===== config.mk =====
export PLATFORM = sky130hd
export DESIGN_NAME = uart_rx
export DESIGN_NICKNAME = d
export VERILOG_FILES = /design/src/rtl/uart_pkg.sv /design/src/rtl/uart_sync2.sv /design/src/rtl/uart_rx.sv
export SDC_FILE = /design/constraint.sdc
export NUM_CORES = 1
export LEC_CHECK = 0
export ABC_CLOCK_PERIOD_IN_PS = 4000
export BUFFER_PORTS_ARGS = -buffer_cell sky130_fd_sc_hd__buf_4
export CORE_MARGIN = 2
export CORE_UTILIZATION = 45
export CTS_BUF_LIST = sky130_fd_sc_hd__clkbuf_8 sky130_fd_sc_hd__clkbuf_16
export DETAILED_ROUTE_END_ITERATION = 6
export GPL_TIMING_DRIVEN = 1
export SLEW_MARGIN = 20
export SYNTH_ARGS = -nofsm -noshare
export SYNTH_HDL_FRONTEND = slang
export SYNTH_SLANG_ARGS = --single-unit

===== constraint.sdc =====
create_clock -name i_clock -period 4 [get_ports i_clock]
set_input_delay 0 -clock i_clock [delete_from_list [all_inputs] [get_ports i_clock]]
set_output_delay 0 -clock i_clock [all_outputs]
set_load 0.03 [all_outputs]

===== src/rtl/uart_pkg.sv =====
// uart_pkg -- definitions shared by the UART receive and transmit paths.
//   uart_state_t  : receiver/transmitter frame states
//   uart_rx_evt_t : per-frame completion strobes (good byte, framing, parity)
//   CLKS_PER_BIT_115200 : divider for 115200 baud from the 100 MHz board clock
//   DATA_BITS_DEFAULT   : payload width of a standard frame
package uart_pkg;

   localparam int CLKS_PER_BIT_115200 = 868;
   localparam int DATA_BITS_DEFAULT   = 8;

   typedef enum logic [2:0] {
      IDLE,
      START,
      DATA,
      PARITY,
      STOP,
      WAIT_IDLE
   } uart_state_t;

   typedef struct packed {
      logic valid;
      logic frame_err;
      logic parity_err;
   } uart_rx_evt_t;

endpackage


===== src/rtl/uart_sync2.sv =====
// uart_sync2 -- two-flop synchronizer for an asynchronous pin input.
// Resets to 1 so an idle-high serial line does not look like a start bit
// while the flops are filling after reset.
//   i_clock   : destination clock
//   i_reset_n : synchronous reset, active low
//   i_d       : asynchronous input
//   o_q       : synchronized output, two cycles behind i_d
module uart_sync2 (
   input  logic i_clock,
   input  logic i_reset_n,
   input  logic i_d,
   output logic o_q
);

   logic meta;

   always_ff @(posedge i_clock) begin
      if (!i_reset_n) begin
         meta <= 1'b1;
         o_q  <= 1'b1;
      end else begin
         meta <= i_d;
         o_q  <= meta;
      end
   end

endmodule


===== src/rtl/uart_rx.sv =====
// uart_rx -- fixed-divider serial receiver, LSB first, idle-high line.
// Frame is 8N1 by default; defining UART_RX_PARITY_EN adds an even-parity bit
// (8E1) between the data and the stop bit. The port list is the same either way.
//   i_clock      : system clock, rising edge
//   i_reset_n    : synchronous reset, active low
//   i_signal     : asynchronous serial line (idle high)
//   o_data       : last good byte, held until the next good frame
//   o_valid      : one-cycle pulse, o_data updated this cycle
//   o_busy       : high while a frame (or a break after it) is in progress
//   o_frame_err  : one-cycle pulse, stop bit sampled low
//   o_parity_err : one-cycle pulse, parity mismatch (constant 0 in 8N1 builds)
module uart_rx
   import uart_pkg::*;
#(
   parameter int CLKS_PER_BIT = CLKS_PER_BIT_115200,
   parameter int DATA_BITS    = DATA_BITS_DEFAULT
) (
   input  logic                 i_clock,
   input  logic                 i_reset_n,
   input  logic                 i_signal,
   output logic [DATA_BITS-1:0] o_data,
   output logic                 o_valid,
   output logic                 o_busy,
   output logic                 o_frame_err,
   output logic                 o_parity_err
);

   localparam int CW = (CLKS_PER_BIT > 1) ? $clog2(CLKS_PER_BIT) : 1;
   localparam int BW = (DATA_BITS > 1) ? $clog2(DATA_BITS) : 1;

   localparam logic [CW-1:0] BAUD_LAST = CW'(CLKS_PER_BIT - 1);
   localparam logic [CW-1:0] BAUD_HALF = CW'(CLKS_PER_BIT / 2 - 1);
   localparam logic [BW-1:0] BIT_LAST  = BW'(DATA_BITS - 1);

   uart_state_t          state, state_n;
   logic                 rx_s;
   logic [CW-1:0]        baud_cnt;
   logic [BW-1:0]        bit_cnt;
   logic [DATA_BITS-1:0] shift;
   logic                 baud_tick;
   logic                 shift_en;
   uart_rx_evt_t         evt_n, evt_q;
`ifdef UART_RX_PARITY_EN
   logic                 par_sample;
   logic                 par_bad;
`endif

   uart_sync2 u_sync (
      .i_clock   (i_clock),
      .i_reset_n (i_reset_n),
      .i_d       (i_signal),
      .o_q       (rx_s)
   );

   assign baud_tick = (baud_cnt == BAUD_LAST);

   // State register
   always_ff @(posedge i_clock) begin
      if (!i_reset_n) state <= IDLE;
      else            state <= state_n;
   end

   // Next state and per-cycle strobes
   always_comb begin
      state_n  = state;
      shift_en = 1'b0;
      evt_n    = '0;
`ifdef UART_RX_PARITY_EN
      par_sample = 1'b0;
`endif
      case (state)
         IDLE: begin
            if (!rx_s) state_n = START;
         end
         START: begin
            // mid start bit: still low means a real frame, high was a glitch
            if (baud_cnt == BAUD_HALF) state_n = rx_s ? IDLE : DATA;
         end
         DATA: begin
            if (baud_tick) begin
               shift_en = 1'b1;
               if (bit_cnt == BIT_LAST) begin
`ifdef UART_RX_PARITY_EN
                  state_n = PARITY;
`else
                  state_n = STOP;
`endif
               end
            end
         end
`ifdef UART_RX_PARITY_EN
         PARITY: begin
            if (baud_tick) begin
               par_sample = 1'b1;
               state_n    = STOP;
            end
         end
`endif
         STOP: begin
            // leaving mid stop bit leaves half a bit to catch the next start edge
            if (baud_tick) begin
               if (!rx_s) begin
                  evt_n.frame_err = 1'b1;
                  state_n         = WAIT_IDLE;
               end else begin
                  state_n = IDLE;
`ifdef UART_RX_PARITY_EN
                  if (par_bad) evt_n.parity_err = 1'b1;
                  else         evt_n.valid      = 1'b1;
`else
                  evt_n.valid = 1'b1;
`endif
               end
            end
         end
         WAIT_IDLE: begin
            // hold off through a break until the line is released
            if (rx_s) state_n = IDLE;
         end
         default: state_n = IDLE;
      endcase
   end

   // Datapath: baud/bit counters, shift register, output registers
   always_ff @(posedge i_clock) begin
      if (!i_reset_n) begin
         baud_cnt <= '0;
         bit_cnt  <= '0;
         shift    <= '0;
         o_data   <= '0;
         evt_q    <= '0;
      end else begin
         if (state_n != state) baud_cnt <= '0;
         else if (baud_tick)   baud_cnt <= '0;
         else                  baud_cnt <= baud_cnt + 1'b1;

         if (shift_en) begin
            shift   <= {rx_s, shift[DATA_BITS-1:1]};
            bit_cnt <= (bit_cnt == BIT_LAST) ? '0 : bit_cnt + 1'b1;
         end

         if (evt_n.valid) o_data <= shift;
         evt_q <= evt_n;
      end
   end

`ifdef UART_RX_PARITY_EN
   // even parity: line bit must equal the XOR of the data bits
   always_ff @(posedge i_clock) begin
      if (!i_reset_n)      par_bad <= 1'b0;
      else if (par_sample) par_bad <= rx_s ^ (^shift);
   end
`endif

   assign o_valid      = evt_q.valid;
   assign o_frame_err  = evt_q.frame_err;
   assign o_parity_err = evt_q.parity_err;
   assign o_busy       = (state != IDLE);

endmodule

# == Word-level counts from Yosys, hierarchy flattened ==
# Index checks and enable logic that the tools add are counted.
# W data, S select, Z words.
# totals
in_bits,3
output_inout_bits,12
regBits,37
wordCells,41
# op_classes
eq_ne,8
muxes,16
n_addsub,2
n_reduce_logical,4
n_bitwise,1
# op_table
op,n
$mux W3,8
$pmux W3 S5,1
$add A10 B1 Y10 const B,1
$eq A10 B10 Y1 const B,1
$eq A10 B9 Y1 const B,1
$eq A3 B3 Y1 const B,3
$mux W2,3
$mux W1,4
$add A3 B1 Y3 const B,1
$eq A3 B1 Y1 const B,1
$eq A3 B2 Y1 const B,1
$logic_not A3 Y1,1
$ne A3 B3 Y1,1
$reduce_and A3 Y1,1
$reduce_bool A3 Y1,1
$reduce_or A3 Y1,1
$not A1 Y1,1

# == Longest topological paths before layout ==
# Gate-level depths: netlist of run 1.
# logic_depth
depth_word,6
mapped_depth,8
depth_no_buf,7

# == Hierarchy ==
# A second synthesis of run 1 with hierarchy kept.
# hier_totals
cells_unflattened,194
area_unflattened_um2,1680.4
# modules_own_cells
module,seq_area_each_um2,area_each_um2,instances,cells_each
uart_rx,680.7,1627.8,1,190
uart_sync2,40.0,52.6,1,4

# == Worst setup path after synthesis of run 1 ==
# OpenSTA, ideal clock, no wires.
# synth_path
path_kind,reg2reg
startpoint,register baud_cnt[0]
endpoint,register baud_cnt[4]
required_ns,3.869
path_buffers,0
path_stages_with_launch,7
slack_ns,2.274
period_less_slack_ns,1.726
t_arrival_ns,1.595
cell_sequence,dfxtp_1 ha_1 nand4bb_2 o21ai_0 o31ai_1 o311ai_4 nor2_1
# synth_via
elab_chain_len,5
word_cells_on_any_way,9
# synth_rtl
item,line_no,rtl
from (decl),uart_rx.sv:37,logic [CW-1:0] baud_cnt;
from (signal assigned),uart_rx.sv:135,else baud_cnt <= baud_cnt + 1'b1;
$eq A10 B10 Y1 / $eq A10 B9 Y1 (equally long branches),"uart_rx.sv:55, uart_rx.sv:77",
"$mux W3, on equally long branches","uart_rx.sv:101, uart_rx.sv:77, uart_rx.sv:80",
$pmux W3 S5,uart_rx.sv:71,case (state)
$ne A3 B3 Y1,uart_rx.sv:133,if (state_n != state) baud_cnt <= '0;
$reduce_or A3 Y1 (no source line),n/a,
# Several ways; a longest one is shown, not always the timed one.
# A chain may end at the register's enable or synchronous reset.

# == Worst setup path after layout of run 1 ==
# layout_path
startpoint,register baud_cnt[0]
endpoint,register o_data[5]
# layout_via
elab_chain_len,3
# layout_rtl
item,line_no,rtl
$eq A10 B10 Y1,uart_rx.sv:55,assign baud_tick = (baud_cnt == BAUD_LAST);
$mux W2,uart_rx.sv:101,if (baud_tick) begin
$mux W2,uart_rx.sv:71,
to (signal assigned),uart_rx.sv:142,if (evt_n.valid) o_data <= shift;
to (decl),uart_rx.sv:21,"output logic [DATA_BITS-1:0] o_data,"
# Every way passes these cells.

==> impl_metrics.ini, run 1 <==
[outcome]
status = complete, no violations

[timing]
fin_crit_sh_pct = 53.0
period_needed_ns = 2.12
maxSlewHeadroom_pct = 53.8
tightest_slew_ns = 0.683
grt_setup_unrepaired = no
setup-tns-final_ns = 0
fin_ws_ns = 1.88
setup_viol = 0
finalClockSkew_ns = 0.00435
max_freq_mhz = 472
hold_viol_final = 0
hold_slack_ns = 0.0882
report.final.slew_viol_count = 0

[routing]
vias = 1244
via_per_inst = 5.16
wire_per_inst_um = 12.2
drc = 0
ant_nets = 0
wirelength_um = 2950
drt-initial-drc-count = 78
drt-pass1-iter-count = 4

[final_layout]
fin_cells = 241
fin_nets = 200
area_delta_synth_final_pct = 9.66
design_area_um2 = 1830
layout_common_cells = 36 x nand2_1, 36 x dfxtp_1, 14 x nor2_1, 13 x o21ai_0, 13 x buf_4
fillers = 348
drive_above_1_share_pct = 16.6
diodes = 0

[floorplan]
chipHeight_um = 64.9
core-area_um2 = 3610
fp.dieW_um = 64.9
pin_count = 15
dieArea_um2 = 4220
start_util_pct = 46.3
rows = 22

[clock_network]
cts_buffer_depth = 2
cts_tree = built
clk_pin_slew_ns = 0.07
root_buffer = clkbuf_8
htreeDepth = 2
clk_latency_ns = 0.29
numCtsBuffers = 5
numClockSinks = 36

[setup_path]
required_ns = 4.21
critPathMaxFanout = 17
slowest_delay_ns = 0.63
cp_cell_sequence = ha_1, nand4bb_2, nor4_4, and4b_1, nand3_1, o21ai_0
path_buf_inv = 0
critPathSlowestCell = and4b_1
path_delay_family = simple AND/OR/NAND/NOR gates
end_kind = flip-flop
crit_type = flip-flop to flip-flop
worstPathArrival_ns = 2.33
start_kind = flip-flop

[placement]
placed_cells = 233
post-dp-hpwl_um = 2020
place_congestion = 0.760
place_area_um2 = 1740
io_buffers = 13
dpl_worst_slack_ns = 1.91

[yosys]
synthDistinctLibCells = 44
synth_seq_cells = 36
syn_inst = 183
synth_area_um2 = 1670
synthFlopType = dfxtp_1
synth-seq-area-share_pct = 43.1
synth_edf_count = 0
syn_nets = 190
synth.avg_cell_area_um2 = 9.13
ys_warn_count = 0
async_flop_share_pct = 0

[pwr]
powerDensity_nw_per_um2 = 348
leakage_nw = 0.658
vdd_drop_max_mv = 0.198

[grt]
gr-total-overflow = 0
grt_pass1_vias = 1166
gr-usage-met3_pct = 4.86
busiest_layer = met2
grtUsageTotal_pct = 16.4
use_met1_pct = 21.3
antenna_found_initial = 0
grt_use_met2_pct = 24.2
grt_pass1_wl_um = 5340
grt_start_max_net_pins = 39

[run]
cap_violations = 0

[hold_path]
holdCritPathClass = primary input to flip-flop
==> flip-flops by register name, summed over array words and instances (netlist names) <==
register and flops:
baud_cnt 10, o_data 8, shift 8, bit_cnt 3
state 3, o_frame_err 1, o_valid 1, u_sync.meta 1
u_sync.o_q 1
==> power by group <==
group / total, mW / switching (mW) / leakage [nW] / internal (mW)
logic: 0.0285 / 0.0176 / 0.327 / 0.0109
clock network: 0.241 / 0.123 / 0.0400 / 0.118
registers: 0.368 / 0.00524 / 0.291 / 0.363
total: 0.637 / 0.146 / 0.658 / 0.491
==> kinds of logic (layout without fill, tap and decap cells) <==
kind of cell / count (synthesis) / after routing / synth area share [%]
buffers and inverters: 12 / 22 / 5.47
and+or+nand+nor: 91 / 91 / 30.3
adders and majority gates: 4 / 4 / 3.00
other: 1 / 1 / 0.225
xor gates and xnor gates: 8 / 8 / 4.19
muxes: 1 / 1 / 0.599
DFF: 36 / 36 / 43.1
AOI/OAI and AO/OA: 30 / 30 / 13.0
==> area by class of cell <==
type,count,area (um^2),share of cell area (%)
clock inverters,2,12.5,0.683
flip-flops and latches,36,721,39.3
inverters,1,3.75,0.205
multi-input cells,135,858,46.9
clock buffers,5,68.8,3.76
well taps,48,60.1,3.28
repair buffers,14,108,5.87
==> cell usage after synthesis, drive strengths merged (4+ instances only) <==
| cell | count | area [um^2] |
|---|---|---|
| ha | 4 | 50.1 |
| buf | 5 | 51.3 |
| nand3 | 13 | 75.1 |
| a21boi | 11 | 82.6 |
| o21ai | 15 | 82.6 |
| xnor2 | 4 | 35.0 |
| clkbuf | 6 | 36.3 |
| nor2 | 14 | 52.6 |
| nor3b | 4 | 30.0 |
| xor2 | 4 | 35.0 |
| nand2 | 36 | 135 |
| dfxtp | 36 | 721 |
==> per-layer routing <==
layer / vias to the layer above / share of wire, %
met1: 572 / 51
met5: - / 0
met3: 6 / 3.8
met2: 24 / 44
met4: 0 / 2.0
li1: 642 / -
==> through the flow <==
step	util (%)	power (mW)
6_report	50.8	0.637
5_1_grt	50.8	0.664
4_1_cts	50.8	0.644
3_5_place_dp	48.3	0.403
3_3_place_gp	48.3	0.403
2_1_floorplan	-	0.399
==> worst reg2reg max path, cell delays in order (launching register included) <==
cell and delay (ns):
dfxtp_1 0.38, ha_1 0.29, nand4bb_2 0.24, nor4_4 0.23, and4b_1 0.63, nand3_1 0.18, o21ai_0 0.10
==> final timing paths <==
kind                 end  slack (ns)        start  cells past startpoint
max            o_data[5]        1.88  baud_cnt[0]                      6
min          u_sync.meta        0.09    i_reset_n                      2
max reg2reg    o_data[5]        1.88  baud_cnt[0]                      6
min reg2reg   u_sync.o_q        0.42  u_sync.meta                      1
==> timing repair <==
action                    4_1_cts  5_1_grt
setup buffers                   0        0
hold buffers                    1        0
resized for setup               0        0
hold endpoints to repair        1        0
Power figures use the tool's default switching activity.
==> inputs of run 2 (changes only) <==
Settings changed: ABC_CLOCK_PERIOD_IN_PS 4000 to 2020.
Clock period 4 ns to 2.02 ns, I/O delays scaled along.
==> impl_metrics.ini, run 2 (same netlist as run 1, synthesis figures left out) <==
[timing]
fin_crit_sh_pct = 92.4
finalClockSkew_ns = 0.00687
setup_viol = 0
maxSlewHeadroom_pct = 64.6
grt_setup_unrepaired = no
setup-tns-final_ns = 0
hold_viol_final = 0
report.final.slew_viol_count = 0
period_needed_ns = 1.87
max_freq_mhz = 536
tightest_slew_ns = 0.526

[routing]
dr_wl_met3_um = 122
wire_per_inst_um = 12.0
wl_met2_um = 1390
highest_layer = met4
drc = 0
drt-initial-drc-count = 56
via_per_inst = 5.07
ant_nets = 0
wirelength_um = 3000
vias = 1268
wl_met1_um = 1430
drt-pass1-iter-count = 4

[floorplan]
rows = 22
dieArea_um2 = 4220
start_util_pct = 46.3
pin_count = 15
fp.dieW_um = 64.9
core-area_um2 = 3610
chipHeight_um = 64.9

[setup_path]
critPathMaxFanout = 9
start_kind = flip-flop
reg2reg_depth = 6
crit_type = flip-flop to flip-flop
rrSetupSlack_ns = 0.15
required_ns = 2.20
reg2reg_to = baud_cnt[4]
rr_startpoint = baud_cnt[3]
worstPathArrival_ns = 2.05
end_kind = flip-flop

[pwr]
vdd_drop_max_mv = 0.313
pwr-share-clk_pct = 36.8
pwr-share-seq_pct = 58.3
leakage_nw = 0.714
p_int_mw = 0.973
pwr-share-comb_pct = 4.9
swShare_pct = 22.1
switchingPower_mw = 0.276
powerDensity_nw_per_um2 = 653

[grt]
grtUsageTotal_pct = 16.7
gr-total-overflow = 0
antenna_found_initial = 0
grt_start_max_net_pins = 39
grt_pass1_wl_um = 5400
grt_pass1_vias = 1254

[placement]
io_buffers = 13
placed_cells = 241
place_area_um2 = 1810
post-dp-hpwl_um = 2120
place_congestion = 0.816

[clock_network]
htreeDepth = 2
cts_buffer_depth = 2
clk_latency_ns = 0.28
root_buffer = clkbuf_8
cts_tree = built
numClockSinks = 36
clk_pin_slew_ns = 0.06
numCtsBuffers = 5

[hold_path]
worstHoldStart = i_reset_n
whs_endpoint = u_sync.meta
min_path_cells = 2
holdCritPathClass = primary input to flip-flop

[run]
cap_violations = 0

[final_layout]
largest-register = baud_cnt
layout_common_cells = 36 x nand2_1, 36 x dfxtp_1, 21 x buf_4, 14 x nor2_1, 13 x o21ai_0
reg_top3 = baud_cnt (10), o_data (8), shift (8)
fillers = 339
largest_reg_flops = 10
design_area_um2 = 1910
drive_above_1_share_pct = 20.3
fin_cells = 250
fin_nets = 209
diodes = 0
area_delta_synth_final_pct = 14.6

[outcome]
status = complete, no violations
==> run 2: changes by cell type in the layout (fill, tap and decap cells not counted) <==
cell,before,now
nor4b_1,2,1
buf_4,13,21
buf_12,0,1
nor4b_2,0,1
inv_1,1,2
clkinvlp_4,1,0
==> run 2: worst max path at each step <==
stage,depth (start not counted),startpoint,slack [ns],end
2_1_floorplan,6,baud_cnt[0],0.29,baud_cnt[4]
3_3_place_gp,6,baud_cnt[0],0.16,baud_cnt[9]
3_5_place_dp,6,baud_cnt[0],0.13,baud_cnt[4]
4_1_cts,6,baud_cnt[0],0.09,baud_cnt[9]
5_1_grt,6,state[0],0.008,baud_cnt[8]
6_report,6,baud_cnt[3],0.15,baud_cnt[4]
==> run 2: power by group through the flow <==
stage          Clock [mW]  Sequential [mW]  Combinational [mW]
2_1_floorplan           0            0.742              0.0480
3_3_place_gp            0            0.744              0.0562
3_5_place_dp            0            0.744              0.0577
4_1_cts             0.478            0.728              0.0594
5_1_grt             0.502            0.729              0.0682
6_report            0.460            0.728              0.0615
==> run 2: cell type report <==
| type | instances | area [um^2] | share of cell area [%] |
|---|---|---|---|
| inverters | 1 | 3.75 | 0.196 |
| clock buffers | 5 | 68.8 | 3.59 |
| flip-flops and latches | 36 | 721 | 37.6 |
| clock inverters | 2 | 8.76 | 0.458 |
| multi-input cells | 135 | 865 | 45.2 |
| well taps | 48 | 60.1 | 3.14 |
| repair buffers | 23 | 188 | 9.80 |
==> run 2: per-layer routing <==
layer | GRT usage (%) | up-vias
met1 | 20.1 | 581
met4 | 7.71 | 0
met2 | 27.2 | 20
met3 | 5.21 | 6
li1 | - | 661
met5 | 0 | -
==> run 2: metrics by stage <==
stage                     power, mW  setup WS (ns)  hold WS [ns]  utilization, %
after floorplan               0.790          0.294         0.101               -
after global placement        0.800          0.157         0.192            50.3
after detailed placement      0.802          0.127         0.188            50.3
after CTS                      1.27         0.0930        0.0904            52.7
after global routing           1.30        0.00764         0.120            53.1
final                          1.25          0.153        0.0931            53.1
==> run 2: critical path, stage by stage (launching register included) <==
cell and delay, ns:
dfxtp_1 0.35, or3b_4 0.45, nor4_4 0.33, nor4b_2 0.12, o311ai_4 0.26, buf_4 0.20
nor2_1 0.06
==> run 2: timing repair <==
| action | in CTS | in global routing |
|---|---|---|
| hold buffers | 1 | 0 |
| hold endpoints to repair | 1 | 0 |
| endpoints found under the setup margin | 0 | 9 |
| resized for setup | 0 | 1 |
| buffers inserted | 0 | 1 |
==> inputs of run 3 (changes only) <==
Settings changed: SYNTH_HIERARCHICAL from default to 1.
==> impl_metrics.ini, run 3 <==
[routing]
drc = 0
via_per_inst = 5.23
drt-initial-drc-count = 79
wirelength_um = 3230
wire_per_inst_um = 12.4
vias = 1360
ant_nets = 0
drt-pass1-iter-count = 4

[timing]
report.final.slew_viol_count = 0
period_needed_ns = 1.87
hold_viol_final = 0
max_freq_mhz = 535
grt_setup_unrepaired = no
setup_viol = 0
hold_slack_ns = 0.109
finalClockSkew_ns = 0.00507
setup-tns-final_ns = 0
fin_crit_sh_pct = 92.6

[pwr]
vdd_drop_max_mv = 0.358
swShare_pct = 21.4
switchingPower_mw = 0.302
p_int_mw = 1.11
powerDensity_nw_per_um2 = 711
pwr-share-clk_pct = 43.5
leakage_nw = 0.774
pwr-share-comb_pct = 4.7
pwr-share-seq_pct = 51.8

[yosys]
syn_inst = 194
syn_nets = 201
synth_xor_area_share_pct = 4.17
async_flop_share_pct = 0
synth_seq_cells = 36
synth_top_area_cell = dfxtp_1
synth-simple-area-share_pct = 32.6
synth.avg_cell_area_um2 = 8.66
synth_compound_area_share_pct = 11.4
synthAdderAreaFrac_pct = 2.98
synth_top_family_by_area = simple AND/OR/NAND/NOR gates
synth_top_area_share_pct = 42.9
synth_area_um2 = 1680
synth-seq-area-share_pct = 42.9
synth_edf_count = 0
synthDistinctLibCells = 39
synthMuxAreaShare_pct = 0.596
synthMostInstantiatedCell = nand2_1
synth_common_cells = 40 x nand2_1, 36 x dfxtp_1, 17 x nand3_1, 14 x o21ai_0, 13 x nor2_1
synth_area_leaders = dfxtp_1 43%, nand2_1 8.9%, nand3_1 5.1%, a21boi_0 4.5%, o21ai_0 4.2%
ys_warn_count = 6
synthFlopType = dfxtp_1

[setup_path]
reg2reg_depth = 7
critPathMaxFanout = 10
rrSetupSlack_ns = 0.15
critPathSlowestCell = or3b_4
end_kind = flip-flop
required_ns = 2.19
start_kind = flip-flop
reg2reg_to = baud_cnt[0]
worstPathArrival_ns = 2.04
slowest_delay_ns = 0.45
cp_cell_sequence = or3b_4, nor4_4, nor4b_1, buf_4, nor3_4, buf_12, nor4bb_1
rr_startpoint = baud_cnt[2]
crit_type = flip-flop to flip-flop

[final_layout]
final_util_pct = 54.6
area_delta_synth_final_pct = 18.0
reg_top3 = baud_cnt (10), o_data (8), shift (8)
fin_cells = 260
layout_commonest_cell = nand2_1
diodes = 0
drive_above_1_share_pct = 17.9
largest_reg_flops = 10
largest-register = baud_cnt
fin_nets = 218
fillers = 349
layout_common_cells = 40 x nand2_1, 36 x dfxtp_1, 19 x buf_4, 17 x nand3_1, 14 x o21ai_0

[floorplan]
core-area_um2 = 3630
rows = 22
chipHeight_um = 65.1
start_util_pct = 46.2
dieArea_um2 = 4240
fp.dieW_um = 65.1
pin_count = 15

[clock_network]
clk_pin_slew_ns = 0.07
numClockSinks = 36
htreeDepth = 2
cts_tree = built
numCtsBuffers = 5
clk_latency_ns = 0.29
cts_buffer_depth = 2
root_buffer = clkbuf_8

[grt]
antenna_found_initial = 0
grt_pass1_wl_um = 5770
grtUsageTotal_pct = 17.5
grt_start_max_net_pins = 46
gr-total-overflow = 0
grt_pass1_vias = 1282

[hold_path]
min_path_cells = 2
worstHoldStart = i_reset_n
holdCritPathClass = primary input to flip-flop
whs_endpoint = u_sync/meta

[placement]
placed_cells = 250
io_buffers = 13
post-dp-hpwl_um = 2150
place_congestion = 0.891

[run]
cap_violations = 0

[outcome]
status = complete, no violations
[run 3: cell count changes after synthesis, sizes merged, moves of 2 or more]
cell / change
nor3: +3
and3: -2
nor4bb: +2
nor4: +2
nand3: +6
nand2: +4
nand4: -2
xnor2: -2
xor2: +2
[run 3: final cells by class]
| cell class | instances | area [um^2] | area share [%] |
|---|---|---|---|
| clock inverter | 3 | 38.8 | 1.96 |
| tap | 48 | 60.1 | 3.03 |
| timing repair buffer | 23 | 213 | 10.7 |
| inverter | 1 | 3.75 | 0.189 |
| multi-input combinational | 144 | 878 | 44.3 |
| clock buffer | 5 | 68.8 | 3.47 |
| sequential | 36 | 721 | 36.3 |
[run 3: worst max path at each step]
stage,startpoint,endpoint,depth (start not counted)
6_report,baud_cnt[2],baud_cnt[0],7
5_1_grt,state[1],baud_cnt[1],6
4_1_cts,baud_cnt[0],baud_cnt[0],7
3_5_place_dp,baud_cnt[0],baud_cnt[0],7
3_3_place_gp,baud_cnt[0],baud_cnt[0],7
2_1_floorplan,baud_cnt[0],baud_cnt[0],6
[run 3: kinds of logic (layout without fill, tap and decap cells)]
family | after synthesis | count (layout)
and+or+nand+nor | 100 | 100
adders and majority gates | 4 | 4
muxes | 1 | 1
other | 1 | 1
DFF | 36 | 36
xor gates and xnor gates | 8 | 8
buffers and inverters | 14 | 32
AOI/OAI and AO/OA | 30 | 30
[run 3: critical path: cells and delay by family, from the launching register on]
kind / cells / cell delay [ns]
buf+inv: 2 / 0.31
flops: 1 / 0.37
simple gates: 5 / 1.09
[run 3: repair_timing]
item | CTS | global route
gates resized for setup | 0 | 1
endpoints found under the hold margin | 1 | 0
endpoints found under the setup margin | 0 | 18
setup buffers | 0 | 1
hold buffers | 1 | 0
[run 3: per-layer routing]
layer	track usage [%]	vias to the layer above	wire (um)
li1	-	694	-
met1	22.1	638	1540
met2	28.2	23	1530
met3	4.45	5	102
met4	8.33	0	53
met5	0	-	0
[run 3: stage by stage]
stage / worst slack [ns] / instance area [um^2] / total power, mW
detailed placement: 0.0666 / 1840 / 0.804
global placement: 0.147 / 1840 / 0.802
CTS: 0.0420 / 1960 / 1.42
global route: 0.00546 / 1980 / 1.46
finish: 0.149 / 1980 / 1.41
floorplan: 0.318 / 1680 / 0.791
[run 3: power by group through the flow]
stage               Clock, mW  Sequential, mW  Combinational [mW]
floorplan                   0           0.741              0.0498
global placement            0           0.746              0.0557
detailed placement          0           0.747              0.0572
CTS                     0.630           0.730              0.0586
global route            0.653           0.732              0.0736
finish                  0.614           0.730              0.0661
